File: src/rtl/irq_dispatcher.sv
// Interrupt dispatcher: reads ACTIVE from the controller, masks the lowest active
// line in ENABLED, offers its vector to the core, and restores ENABLED on EOI.
module irq_dispatcher #(
    parameter int IRQ_COUNT  = 32,
    parameter int SPURIOUS_W = 8
) (
    input  logic                  clk_i,
    input  logic                  reset_ni,
    input  logic                  interrupt_i,
    output logic                  chip_select_o,
    output logic [3:0]            addr_o,
    output logic                  read_enable_o,
    input  logic [31:0]           read_data_i,
    output logic [31:0]           write_data_o,
    output logic [3:0]            write_mask_o,
    output logic                  vector_valid_o,
    output logic [4:0]            vector_o,
    input  logic                  vector_ready_i,
    input  logic                  eoi_i,
    output logic                  busy_o,
    output logic [SPURIOUS_W-1:0] spurious_o
);

    localparam logic [31:0] IRQ_MASK = (IRQ_COUNT >= 32) ? 32'hFFFF_FFFF
                                                         : ((32'd1 << IRQ_COUNT) - 32'd1);
    localparam logic [3:0]  ADDR_ENABLED = 4'd1;
    localparam logic [3:0]  ADDR_ACTIVE  = 4'd2;

    typedef enum logic [3:0] {
        S_IDLE,
        S_RD_ACT,
        S_CAP_ACT,
        S_RD_EN,
        S_CAP_EN,
        S_WR_MASK,
        S_OFFER,
        S_SERVICE,
        S_WR_RESTORE
    } state_e;

    state_e                state_q, state_d;
    logic [4:0]            vec_q, vec_d;
    logic [31:0]           en_saved_q, en_saved_d;
    logic [SPURIOUS_W-1:0] spurious_q, spurious_d;
    logic [31:0]           act;

    function automatic logic [4:0] lowest_set(input logic [31:0] v);
        logic [4:0] idx;
        idx = '0;
        for (int i = 31; i >= 0; i--) begin
            if (v[i]) idx = i[4:0];
        end
        return idx;
    endfunction

    always_ff @(posedge clk_i or negedge reset_ni) begin
        if (!reset_ni) begin
            state_q    <= S_IDLE;
            vec_q      <= '0;
            en_saved_q <= '0;
            spurious_q <= '0;
        end else begin
            state_q    <= state_d;
            vec_q      <= vec_d;
            en_saved_q <= en_saved_d;
            spurious_q <= spurious_d;
        end
    end

    always_comb begin
        state_d    = state_q;
        vec_d      = vec_q;
        en_saved_d = en_saved_q;
        spurious_d = spurious_q;
        act        = read_data_i & IRQ_MASK;
        case (state_q)
            S_IDLE:       if (interrupt_i) state_d = S_RD_ACT;
            S_RD_ACT:     state_d = S_CAP_ACT;
            S_CAP_ACT: begin
                if (act == '0) begin
                    if (spurious_q != '1) spurious_d = spurious_q + SPURIOUS_W'(1);
                    state_d = S_IDLE;
                end else begin
                    vec_d   = lowest_set(act);
                    state_d = S_RD_EN;
                end
            end
            S_RD_EN:      state_d = S_CAP_EN;
            S_CAP_EN: begin
                en_saved_d = read_data_i;
                state_d    = S_WR_MASK;
            end
            S_WR_MASK:    state_d = S_OFFER;
            S_OFFER:      if (vector_ready_i) state_d = S_SERVICE;
            S_SERVICE:    if (eoi_i) state_d = S_WR_RESTORE;
            S_WR_RESTORE: state_d = S_IDLE;
            default:      state_d = S_IDLE;
        endcase
    end

    // Bus and handshake outputs depend on the state register only.
    always_comb begin
        chip_select_o  = 1'b0;
        addr_o         = '0;
        read_enable_o  = 1'b0;
        write_data_o   = '0;
        write_mask_o   = '0;
        vector_valid_o = 1'b0;
        case (state_q)
            S_RD_ACT: begin
                chip_select_o = 1'b1;
                addr_o        = ADDR_ACTIVE;
                read_enable_o = 1'b1;
            end
            S_RD_EN: begin
                chip_select_o = 1'b1;
                addr_o        = ADDR_ENABLED;
                read_enable_o = 1'b1;
            end
            S_WR_MASK: begin
                chip_select_o = 1'b1;
                addr_o        = ADDR_ENABLED;
                write_mask_o  = 4'hF;
                write_data_o  = en_saved_q & ~(32'd1 << vec_q);
            end
            S_OFFER:      vector_valid_o = 1'b1;
            S_WR_RESTORE: begin
                chip_select_o = 1'b1;
                addr_o        = ADDR_ENABLED;
                write_mask_o  = 4'hF;
                write_data_o  = en_saved_q;
            end
            default: ;
        endcase
    end

    assign vector_o   = vec_q;
    assign busy_o     = (state_q != S_IDLE);
    assign spurious_o = spurious_q;

endmodule

File: config.mk
export PLATFORM = sky130hd
export DESIGN_NAME = irq_dispatcher
export DESIGN_NICKNAME = d
export VERILOG_FILES = /design/src/rtl/irq_dispatcher.sv
export SDC_FILE = /design/constraint.sdc
export NUM_CORES = 1
export LEC_CHECK = 0
export BUFFER_PORTS_ARGS = -buffer_cell sky130_fd_sc_hd__buf_2
export CAP_MARGIN = 5
export CORE_AREA = 2 2 89 91
export DETAILED_ROUTE_END_ITERATION = 6
export DIE_AREA = 0 0 91 93
export PLACE_DENSITY_LB_ADDON = 0.05
export SYNTH_ARGS = -nofsm -noshare
export SYNTH_HDL_FRONTEND = slang
export SYNTH_SLANG_ARGS = --single-unit
export TNS_END_PERCENT = 10
File: constraint.sdc
create_clock -name clk_i -period 2.8 [get_ports clk_i]
set_clock_uncertainty 0.2 [all_clocks]
set_input_delay 0.42 -clock clk_i [delete_from_list [all_inputs] [get_ports clk_i]]
set_output_delay 0.42 -clock clk_i [all_outputs]
set_load 0.005 [all_outputs]
==> impl_metrics.csv <==
group,metric,value,unit
global_routing,gr-total-overflow,0,
min_path,hold_class,"input pin to register",
logic_synthesis,synth_cell_types,51,
logic_synthesis,synth_top_family_by_area,"simple AND/OR/NAND/NOR gates",
cells_and_area,final_nets,422,
global_routing,grt_pass1_vias,2596,
placement,gp_congestion,0.828,
cells_and_area,fin_area,3650,um^2
logic_synthesis,synth_most_common_cell,"dfrtp_1",
cells_and_area,diodes,0,
sta,finalCriticalPeriod,2.70,ns
power,power.density,889,nW/um^2
setup_path,cp-start-kind,"register",
sta,worst_slew_margin_rel,60.7,%
logic_synthesis,synth_seq_area_share,42.3,%
clocking,cts_sinks,49,
logic_synthesis,ys_seq_elements,49,
placement,portBuffers,91,
sta,timing.final.ws_setup,0.0953,ns
power,peakVddDrop,358,uV
floorplanning,num_rows,32,
clocking,numCtsBuffers,5,
cells_and_area,drive_above_1_share,41.0,%
logic_synthesis,ys_warn_count,0,
drt,via_per_inst,5.47,
job,max-cap-violations,0,
setup_path,crit_fanout,17,
global_routing,grt_first_pass_wirelength,13.9,mm
cells_and_area,final_util,48.5,%
logic_synthesis,syn_area,2900,um^2
sta,fmax,0.370,GHz
clocking,clkLatencyLatePin,0.30,ns
setup_path,crit_required,2.18,ns
sta,rsz0062_at_grt,"false",
sta,tightest_slew,0.590,ns
logic_synthesis,syn_inst,288,
placement,post-place-ws,0.0917,ns
floorplanning,die_w,91,um
floorplanning,initial_core_util,38.5,%
setup_path,arrival,2.08,ns
logic_synthesis,yosys-top-cells-count,"49 x dfrtp_1, 33 x mux2_2, 21 x nor2_1, 21 x o211a_1, 20 x nand2_1",
logic_synthesis,synthArstFlopShare,100,%
floorplanning,io_pins,94,
run_status,status,"finished clean",
clocking,cts_buffer_depth,2,
logic_synthesis,synth_edf_count,0,
clocking,cts_tree,"yes",
power,power.total,3.24,mW
global_routing,antenna_found_initial,0,
logic_synthesis,yosysTopAreaCellShare,42.3,%
logic_synthesis,synthTopCellsByArea,"dfrtp_1 42%, mux2_2 13%, o211a_1 7.3%, nor2_1 2.7%, nand2_1 2.6%",
floorplanning,die_y,93,um
sta,tns,0,ns
logic_synthesis,synth_ff_type,"dfrtp_1",
logic_synthesis,yosys.area.top_type,"dfrtp_1",
global_routing,grt_max_degree,49,
floorplanning,core,7530,um^2
sta,post-route-period-util,96.6,%
logic_synthesis,syn_avg_cell_area,10.1,um^2
sta,slew_viol_final,0,
drt,wirelength,8.69,mm
drt,drt-initial-drc-count,107,
setup_path,endpoint_kind,"output port",
placement,place_area,3530,um^2
drt,first_pass_iters,4,
drt,wl_per_cell,17.8,um
logic_synthesis,yosys.area_share.xor_xnor,2.12,%
clocking,htreeDepth,2,
clocking,cts_root_buffer,"clkbuf_8",
logic_synthesis,synth_simple_gate_area_share,18.7,%
setup_path,crit_type,"register to output port",
sta,hold_viol,0,
drt,drc,0,
clocking,clk_pin_slew_worst_paths,0.09,ns
global_routing,grt_usage,21.0,%
drt,ant_nets,0,
power,p_leak,1.90,nW
logic_synthesis,synth.mux.area_fraction,13.2,%
sta,setup-violations-final,0,
logic_synthesis,synthAdderAreaFrac,0.432,%
cells_and_area,area_growth,25.9,%
placement,dp_hpwl,6.34,mm
floorplanning,die_area,8460,um^2
drt,vias,2664,
logic_synthesis,synth-compound-area-share,18.6,%
[state kept, by name, indices dropped and copies added, names as in the netlist]
name        flops
en_saved_q     32
spurious_o      8
state_q         4
vector_o        5
[routing by layer]
| metal | vias up | GRT usage, % | share of wire [%] |
|---|---|---|---|
| li1 | 1263 | - | - |
| met1 | 1307 | 28.5 | 46 |
| met2 | 83 | 35.1 | 48 |
| met3 | 11 | 3.06 | 4.1 |
| met4 | 0 | 6.19 | 2.0 |
| met5 | - | 0 | 0 |
[cells by family after synthesis]
family	after synthesis
adder cells (fa/ha/maj)	1
multiplexers	34
flip-flops	49
other	1
AND/OR/NAND/NOR	100
XOR/XNOR	7
AO/OA/AOI/OAI	66
buffers and inverters	30
[timing repair]
action	4_1_cts	5_1_grt
resized for setup	1	2
endpoints found under the setup margin	1	13
endpoints found under the hold margin	49	0
hold buffers	1	0
pin swaps	0	0
setup buffers	0	0
[critical path, stage by stage (launching register included)]
cell     delay, ns
dfrtp_2       0.50
or3b_2        0.48
a21oi_2       0.19
buf_4         0.26
o311a_1       0.23
buf_2         0.12
[power breakdown]
group          switching [mW]  internal [mW]
sequential              0.223           1.01
clock                   0.258          0.206
combinational           0.788          0.756
[path summary, 6_finish.rpt]
check,startpoint,endpoint,slack (ns),depth (start not counted)
setup / recovery,state_q[2]$_DFFE_PN0P_,write_data_o[24],0.1,5
hold / removal,eoi_i,state_q[0]$_DFFE_PN0P_,0.14,2
setup reg to reg,state_q[0]$_DFFE_PN0P_,spurious_o[5]$_DFFE_PN0P_,0.62,7
hold reg to reg,spurious_o[7]$_DFFE_PN0P_,spurious_o[7]$_DFFE_PN0P_,0.30,1
max in group asynchronous,reset_ni,en_saved_q[3]$_DFFE_PN0P_,1.71,3
min in group asynchronous,reset_ni,state_q[3]$_DFFE_PN0P_,0.23,2
[through the flow]
| step | std cells | hold slack (ns) |
|---|---|---|
| final | 487 | 0.138 |
| after global routing | 487 | 0.141 |
| after CTS | 487 | 0.141 |
| after detailed placement | 478 | 0.0215 |
| after global placement | 478 | 0.0230 |
| after floorplan | 289 | -0.0756 |
[area by class of cell]
cell class	count	area (um^2)
multi-input combinational	210	1550
sequential	49	1230
fill	756	3880
timing repair buffer	108	602
inverter	10	37.5
clock buffer	6	82.6
clock inverter	2	17.5
tap	102	128
[cell usage in the layout, fill, tap and decap left out, drive strengths merged, types with 3 or more instances in the layout]
cell,n
buf,107
dfrtp,49
mux2,33
nor2,21
o211a,21
nand2,20
a21oi,14
inv,11
nor2b,8
nand3,8
o311a,7
nor4,7
xnor2,6
clkbuf,6
nand2b,5
nand4,5
or4,5
nor3,5
and3,4
o31ai,4
o21ai,4
or3,3
(Power assumes the default switching activity.)
